[config.mk]
export PLATFORM = sky130hd
export DESIGN_NAME = flippy_lane
export DESIGN_NICKNAME = d
export VERILOG_FILES = /design/src/rtl/flippy_lane.sv
export SDC_FILE = /design/constraint.sdc
export NUM_CORES = 1
export LEC_CHECK = 0
export CORE_UTILIZATION = 50
export CTS_CLUSTER_DIAMETER = 80
export DETAILED_ROUTE_END_ITERATION = 6
export PLACE_DENSITY = 0.78
export SETUP_SLACK_MARGIN = 0.4
export SLEW_MARGIN = 25
export SYNTH_ARGS = -nofsm -noshare
export SYNTH_HDL_FRONTEND = slang
export SYNTH_SLANG_ARGS = --single-unit
export TNS_END_PERCENT = 1
[constraint.sdc]
create_clock -name clock -period 4.5 [get_ports clock]
set_input_delay 0.675 -clock clock [delete_from_list [all_inputs] [get_ports clock]]
set_output_delay 0.675 -clock clock [all_outputs]
set_load 0.005 [all_outputs]
[src/rtl/flippy_lane.sv]
// rtl/flippy_lane.sv - one falling-byte lane of the FlippyBit game
module flippy_lane #(
   parameter int          FALL_TICKS = 4,
   parameter int          ROWS       = 8,
   parameter logic [7:0]  LFSR_SEED  = 8'hA5
) (
   input  logic       clock,
   input  logic       reset,
   input  logic       lane_reset,
   input  logic [7:0] switches,
   output logic [7:0] target,
   output logic [3:0] row,
   output logic       active,
   output logic       correct,
   output logic       game_over
);

   localparam int            TW        = (FALL_TICKS > 1) ? $clog2(FALL_TICKS) : 1;
   localparam logic [TW-1:0] TICK_LAST = TW'(FALL_TICKS - 1);
   localparam logic [3:0]    ROW_LAST  = 4'(ROWS - 1);

   typedef enum logic [2:0] {
      IDLE = 3'd0,
      HOLD = 3'd1,
      LOAD = 3'd2,
      FALL = 3'd3,
      HIT  = 3'd4,
      MISS = 3'd5
   } state_t;

   state_t        state;
   logic [7:0]    lfsr;
   logic [7:0]    sw_q;
   logic [TW-1:0] tick;

   // Galois LFSR, right shift, free-running in every state so each drop gets a fresh value
   always_ff @(posedge clock) begin
      if (reset) begin
         lfsr <= LFSR_SEED;
      end else begin
         lfsr <= {1'b0, lfsr[7:1]} ^ (lfsr[0] ? 8'hB8 : 8'h00);
      end
   end

   // Register the switches once; every match decision looks at this copy
   always_ff @(posedge clock) begin
      if (reset) begin
         sw_q <= 8'h00;
      end else begin
         sw_q <= switches;
      end
   end

   // Lane state machine with registered outputs; lane_reset overrides every state
   always_ff @(posedge clock) begin
      if (reset) begin
         state     <= IDLE;
         target    <= 8'h00;
         row       <= 4'd0;
         tick      <= '0;
         active    <= 1'b0;
         correct   <= 1'b0;
         game_over <= 1'b0;
      end else if (lane_reset) begin
         state     <= HOLD;
         row       <= 4'd0;
         tick      <= '0;
         active    <= 1'b0;
         correct   <= 1'b0;
         game_over <= 1'b0;
      end else begin
         case (state)
            IDLE: begin
               state <= IDLE;
            end
            HOLD: begin
               state <= LOAD;
            end
            LOAD: begin
               // never spawn a target the player already matches; wait one LFSR step instead
               if (lfsr != sw_q) begin
                  target <= lfsr;
                  row    <= 4'd0;
                  tick   <= '0;
                  active <= 1'b1;
                  state  <= FALL;
               end
            end
            FALL: begin
               if (sw_q == target) begin
                  correct <= 1'b1;
                  active  <= 1'b0;
                  state   <= HIT;
               end else if (tick == TICK_LAST && row == ROW_LAST) begin
                  game_over <= 1'b1;
                  active    <= 1'b0;
                  state     <= MISS;
               end else if (tick == TICK_LAST) begin
                  tick <= '0;
                  row  <= row + 4'd1;
               end else begin
                  tick <= tick + 1'b1;
               end
            end
            HIT: begin
               state <= HIT;
            end
            MISS: begin
               state <= MISS;
            end
            default: begin
               state <= IDLE;
            end
         endcase
      end
   end

endmodule

After elaboration in Yosys (flattened, before gate mapping):

Index checks and enable logic that the tools add are counted.

* output and inout bits: 15
* register bits: 36

* reduce and logical (&&, ||, !) cells: 11
* multiplexer cells: 20
* bitwise gates (word level): 3
* equality and inequality tests: 16
* $add $sub $neg: 2

Operators with widths (count)
* $mux 4: 4
* $pmux 3 s5: 1
* $mux 3: 3
* $reduce_and 3->1: 3
* $eq 8x8->1: 1
* $mux 2: 4
* $mux 8: 1
* $ne 2x2->1 const B: 4
* $ne 8x8->1: 1
* $pmux 4 s2: 1
* $xor 7x8->8: 1
* $eq 3x2->1 const B: 2
* $eq 3x3->1 const B: 2
* $ne 3x3->1 const B: 2
* $reduce_and 2->1: 3
* $reduce_and 5->1: 1
* $add 4x1->4 const B: 1
* $eq 4x3->1 const B: 1
* $mux 1: 4
* $ne 4x4->1 const B: 1
* $pmux 2 s2: 1
* $reduce_and 4->1: 1
* $eq 3x1->1 const B: 1
* $add 2x1->2 const B: 1
* 6 further kinds: 7

Logic depth before layout (Yosys ltp):

Gate-level depths: netlist of the first run.

* depth after elaboration: 6
* depth in mapped cells: 6
* depth with buffers taken out: 6

Worst setup path after synthesis of the first run:

Ideal clock, no wire load.

* kind: input to register
* start point: in reset
* end point: reg row[3]
* required time: 4438 ps
* stages: 5
* path slack: 2572 ps
* arrival: 1865 ps
* cells stage by stage: clkbuf_1 -> or2_2 -> clkbuf_1 -> or4_1 -> nand3_1

* word-level cells in the longest chain between the ends: 1

Ends and longest elaborated chain
* from (decl): RTL line 8 `input logic reset,`
* $reduce_or 2->1 (no line)
* to (signal assigned): RTL line 100 `row <= row + 4'd1;`
* to (decl): RTL line 12 `output logic [3:0] row,`

No other way between the ends.
A chain may end at the register's enable or synchronous reset.

Worst setup path after layout of the first run:

Ends and elaborated chain as after synthesis.

==> metrics.md, run 1 <==
| Metric | Value |
|---|---|
| Status | `finished, violations left` |
| Failing checks | `DRC` |
| Setup TNS | `0 ps` |
| Slew Limit Fails | `0` |
| Pwr per Cell Area | `315.3 nW/µm²` |
| Htree depth | `2` |
| Startpoint types | `input pin` |
| RSZ-0062 raised after global routing | `no` |
| Synth warn | `0` |
| Max Freq | `0.4000 GHz` |
| Avg Cell Area, Syn | `9.774 µm²` |
| Die Span Y | `56.87 µm` |
| Initial antenna violation count | `0` |
| Crit Path Max Fanout | `27` |
| Post-synthesis sequential area ratio | `0.4788` |
| Largest net degree at the start of global routing | `28` |
| Residual DRC count | `2` |
| Die area | `3234 µm²` |
| Critical path type | `in2reg` |
| DRT Wirelength | `2.804 mm` |
| DP Wirelength | `2.045 mm` |
| WHS Path Cells | `2` |
| Top-area cell type share of the netlist area | `0.4788` |
| Antenna-violating nets left | `0` |
| Multi-input gate area | `749.5 µm²` |
| Area after DPL | `1767 µm²` |
| Slew HR | `0.4090` |
| Post-Syn Area | `1505 µm²` |
| CTS sink cnt | `36` |
| Worst Min Path Start | `active$_SDFFE_PP0P_` |
| WL/cell | `13.23 µm` |
| Clock root cell | `clkbuf_4` |
| Setup bufs post-CTS | `0` |
| HP Class | `reg2reg` |
| Largest cells by area after synthesis | `dfxtp_1 (48%), xor2_1 (9.3%), mux2i_1 (6.7%)` |
| Area grow syn2layout | `21.28%` |
| Worst slew pin tran | `883.7 ps` |
| Register area | `720.7 µm²` |
| Crit path arrival time | `2770 ps` |
| Syn nets | `167` |
| Skew final | `7.499 ps` |
| Fin crit share | `0.5555` |
| Die Width | `56.87 µm` |
| Reg2reg setup slack | `2530 ps` |
| Post-layout nets | `193` |
| Iter 0 DRT Violations | `35` |
| Clock latency at the later pin of the worst-skew pair | `330 ps` |
| Total track usage | `0.2012` |
| Number of flops mapped to enable cells by yosys | `0` |
| Max-Cap Viols | `0` |
| Post-synthesis cell count | `154` |
| Library cells used by synthesis | `32` |
| Filler Cells Inserted | `230` |
| Antenna Diode Count | `0` |
| Num CTS Buffers | `5` |
| Final hold vios | `0` |
| Max Root-Sink Buffers | `2` |
| Worst EP required | `4770 ps` |
| Main flop type after synthesis | `dfxtp_1` |
| # rows | `19` |
| Worst vdd ir | `0.1966 mV` |
| Vias in the first global route | `1120` |
| Post-CTS Hold Fix Bufs | `0` |
| First-pass GRT wire length | `4.843 mm` |
| Hold path endpoint | `active$_SDFFE_PP0P_` |
| Initial Util | `0.5366` |
| Detail-routed via count per cell | `5.307` |
| Share of flip-flops with an asynchronous set or reset | `0` |
| Area leader, netlist | `dfxtp_1` |
| Yosys reg bits | `36` |
| Min cycle time layout | `2500 ps` |
| Initial DRT Pass Iterations | `6` |
| CP Capture Type | `flip-flop` |
| Final setup vio count | `0` |
| Total number of vias | `1125` |
| I/O Pins | `26` |
| R2R cell count | `5` |
| Core area | `2805 µm²` |
| Cell area after layout | `1826 µm²` |
| # port buffers | `25` |
| Clock transition at the registers of the reported paths | `100 ps` |
| GPL Wtd Cong | `0.7766` |
| Reg-to-reg startpoint | `lfsr[4]$_SDFF_PP0_` |
| Layout cell share with drive strength beyond 1 | `0.06630` |
| Reg2Reg Capture Point | `target[4]$_SDFFE_PP0P_` |
| Leak pwr | `0.6915 nW` |
| Total grt overflow | `0` |
| Cts repair resizes | `0` |
| TritonCTS clock tree | `yes` |
[cells by family after synthesis]
| group | share of synthesized area |
|---|---|
| simple gates | 0.2303 |
| flops | 0.4788 |
| xor+xnor | 0.1164 |
| compound gates | 0.06817 |
| mux | 0.06650 |
| buf+inv | 0.02327 |
| fa+ha+maj | 0.01662 |
[cells in the mapped netlist, drive strengths merged (6+ instances only)]
cell type   n
nor2       17
mux2i      10
nand3       6
dfxtp      36
nor2b      10
a21oi       6
nand2       9
xor2       16
[state kept, by name (all words and copies together), names as in the netlist]
signal     cells
lfsr           8
game_over      1
target         8
row            4
state          3
sw_q           8
correct        1
active         1
tick           2
[cell type report]
cell class,count,share of cell area
multi-input combinational,110,0.4106
clock buffer,8,0.03221
timing repair buffer,25,0.1371
inverter,2,0.004112
tap,31,0.02125
sequential,36,0.3948
[metal layers]
metal | track usage | wire, µm
met1 | 0.2352 | 1369
met2 | 0.3231 | 1283
met3 | 0.08756 | 137
met4 | 0.08014 | 13
met5 | 0 | 0
[worst max-delay path, stage by stage]
cell	delay, ps
clkdlybuf4s50_1	870
or2_2	610
or4_1	520
nand3_1	90
[layout by cell type (no fill, tap or decap), drive strengths merged, types with 2 or more instances in the layout]
| cell | count |
|---|---|
| nor2b | 10 |
| mux2i | 10 |
| xor2 | 16 |
| inv | 2 |
| ha | 2 |
| dfxtp | 36 |
| nand4 | 2 |
| or2 | 4 |
| clkbuf | 8 |
| a21oi | 6 |
| nor2 | 17 |
| nor3 | 2 |
| clkdlybuf4s50 | 25 |
| a31oi | 2 |
| nor4 | 4 |
| xnor2 | 4 |
| nand2 | 9 |
| nand3b | 4 |
| nand3 | 6 |
[stage by stage]
stage | setup slack (ps) | util | instances | hold slack [ps] | power, mW
2_1_floorplan | 2572 | - | 154 | 451.7 | 0.3880
6_report | 2000 | 0.6508 | 212 | 468.7 | 0.5756
5_1_grt | 1929 | 0.6508 | 212 | 485.0 | 0.6038
3_5_place_dp | 1669 | 0.6298 | 204 | 457.3 | 0.4078
4_1_cts | 2031 | 0.6508 | 212 | 471.9 | 0.5816
3_3_place_gp | 1719 | 0.6298 | 204 | 452.2 | 0.4064
[worst max-delay path by stage]
stage	slack (ps)	cells after the start	to	startpoint
after global routing	1930	4	row[3]$_SDFFE_PP0P_	reset
after detailed placement	1670	4	row[3]$_SDFFE_PP0P_	reset
after global placement	1720	4	row[3]$_SDFFE_PP0P_	reset
final	2000	4	row[3]$_SDFFE_PP0P_	reset
after floorplan	2570	5	row[3]$_SDFFE_PP0P_	reset
after CTS	2030	4	row[3]$_SDFFE_PP0P_	reset
[power breakdown]
| group | internal (mW) | switching (mW) |
|---|---|---|
| registers | 0.332 | 0.0140 |
| logic | 0.0300 | 0.0251 |
| clock network | 0.0771 | 0.0978 |
| total | 0.439 | 0.137 |
Power figures use the tool's default switching activity.
==> run 2: changes to the inputs <==
--- a/config.mk
+++ b/config.mk
@@ -5,10 +5,10 @@
 export SDC_FILE = /design/constraint.sdc
 export NUM_CORES = 1
 export LEC_CHECK = 0
-export CORE_UTILIZATION = 50
+export CORE_UTILIZATION = 46
 export CTS_CLUSTER_DIAMETER = 80
 export DETAILED_ROUTE_END_ITERATION = 6
-export PLACE_DENSITY = 0.78
+export PLACE_DENSITY = 0.76
 export SETUP_SLACK_MARGIN = 0.4
 export SLEW_MARGIN = 25
 export SYNTH_ARGS = -nofsm -noshare
==> constraint.sdc (replaced) <==
create_clock -name clock -period 2.14 [get_ports clock]
set_input_delay 0.321 -clock clock [delete_from_list [all_inputs] [get_ports clock]]
set_output_delay 0.321 -clock clock [all_outputs]
set_load 0.005 [all_outputs]
==> run 2 against run 1 <==
Compared with the run above: the flow now finishes without violations; final area is 8.0% higher; setup slack worse by 1500 ps; combinational power grew to 2.5 times the previous value; non-clock buffer count is 9 higher; utilization is 1.1 points lower; first-iteration DRC count is 14% higher; clock power is 120% higher; die area is 8.4% higher; largest cell class unchanged.
==> metrics.md, run 2 (same netlist as run 1, synthesis figures left out) <==
| Metric | Value |
|---|---|
| Worst slew pin tran | `414.7 ps` |
| Routed met3 length | `136 µm` |
| Total number of vias | `1167` |
| Final worst-path setup slack | `479.7 ps` |
| Cell area after layout | `1971 µm²` |
| Antenna Diode Count | `0` |
| Post-CTS Hold Fix Bufs | `0` |
| Fin crit share | `0.7759` |
| Crit path arrival time | `1910 ps` |
| Critical path type | `reg2reg` |
| Num CTS Buffers | `5` |
| RSZ-0062 raised after global routing | `yes` |
| Antenna-violating nets left | `0` |
| Met1 Routed Length | `1.389 mm` |
| Commonest non-fill, non-tap cell in the layout | `dfxtp_1` |
| CP Capture Type | `flip-flop` |
| Min cycle time layout | `1660 ps` |
| Post-layout nets | `202` |
| GPL Wtd Cong | `0.8292` |
| Max Freq | `0.6023 GHz` |
| Slew Limit Fails | `0` |
| Area after DPL | `1828 µm²` |
| Total grt overflow | `0` |
| Dpl ws | `271.1 ps` |
| Placed Cells incl. Taps | `223` |
| Crit Path Max Fanout | `8` |
| DP Wirelength | `2.192 mm` |
| Die area | `3505 µm²` |
| Core area | `3078 µm²` |
| Final setup vio count | `0` |
| Final core occ | `0.6402` |
| Met2 wire len | `1.531 mm` |
| Max Root-Sink Buffers | `2` |
| Initial antenna violation count | `0` |
| Total track usage | `0.2005` |
| Final hold vios | `0` |
| Hold WS | `468.5 ps` |
| Status | `complete, no violations` |
| Layout cell share with drive strength beyond 1 | `0.2000` |
| Clock root cell | `clkbuf_4` |
| Skew final | `10.54 ps` |
| First-pass GRT wire length | `5.085 mm` |
| Clock latency at the later pin of the worst-skew pair | `350 ps` |
| Initial DRT Pass Iterations | `4` |
| Iter 0 DRT Violations | `40` |
| Setup TNS | `0 ps` |
| Worst EP required | `2390 ps` |
| TritonCTS clock tree | `yes` |
| Top Registers | `lfsr (8), sw_q (8), target (8)` |
| WL/cell | `13.33 µm` |
| CTS sink cnt | `36` |
| Die Span Y | `59.20 µm` |
| Slew HR | `0.7212` |
| Post-route non-filler standard cell count | `234` |
| DRT Wirelength | `3.120 mm` |
| Area grow syn2layout | `30.92%` |
| # port buffers | `25` |
| Uppermost layer routed | `met4` |
| HP Class | `reg2reg` |
| Vias in the first global route | `1152` |
| Max-Cap Viols | `0` |
| Initial Util | `0.4890` |
| Detail-routed via count per cell | `4.987` |
| Htree depth | `2` |
| Largest net degree at the start of global routing | `27` |
| Startpoint types | `flip-flop` |
| Residual DRC count | `0` |
| Leak pwr | `0.7506 nW` |
| Worst vdd ir | `0.4468 mV` |
| Pwr per Cell Area | `639.1 nW/µm²` |
| Final Power | `1.259 mW` |
| Die Width | `59.20 µm` |
| WHS Path Cells | `2` |
| Most frequent cells in the layout | `dfxtp_1 (26), clkdlybuf4s50_1 (25), nor2_1 (17), xor2_1 (13)` |
| Clock transition at the registers of the reported paths | `120 ps` |
| # rows | `20` |
| I/O Pins | `26` |
| R2R cell count | `6` |
run 2: report_power, final:
group          switching [mW]  total [mW]  internal (mW)
Combinational          0.0618       0.139         0.0776
Sequential             0.0318       0.731          0.699
Clock                   0.233       0.390          0.156
run 2: critical path, cell delays in order, from the launching register on:
cell       delay (ps)
dfxtp_1           400
xor2_1            210
nor4_2            100
a2111oi_4         370
buf_6             210
mux2i_1           220
nor2_1             60
run 2: layout make-up:
type | instances | area [µm²]
flip-flops and latches | 36 | 740.7
clock buffers | 6 | 51.30
multi-input cells | 110 | 784.5
well taps | 44 | 55.05
inverters | 2 | 7.507
repair buffers | 34 | 321.6
fillers | 261 | 1107
clock inverters | 2 | 10.01
run 2: routing by layer:
layer  track usage  vias to the layer above
li1              -                      591
met4        0.1122                        0
met5             0                        -
met2        0.2970                       27
met3       0.07205                        6
met1        0.2514                      543
run 2: repair_timing:
item                                    in CTS  in global routing
pin swaps                                    0                  4
setup buffers                                0                  3
resized for setup                            3                 16
endpoints found under the setup margin      12                 16
run 2: worst paths after layout:
check                            from  slack [ps]                endpoint
hold reg to reg   active$_SDFFE_PP0P_         470     active$_SDFFE_PP0P_
setup reg to reg   sw_q[0]$_SDFF_PP0_         480  target[7]$_SDFFE_PP0P_
setup / recovery   sw_q[0]$_SDFF_PP0_         480  target[7]$_SDFFE_PP0P_
hold / removal    active$_SDFFE_PP0P_         470     active$_SDFFE_PP0P_
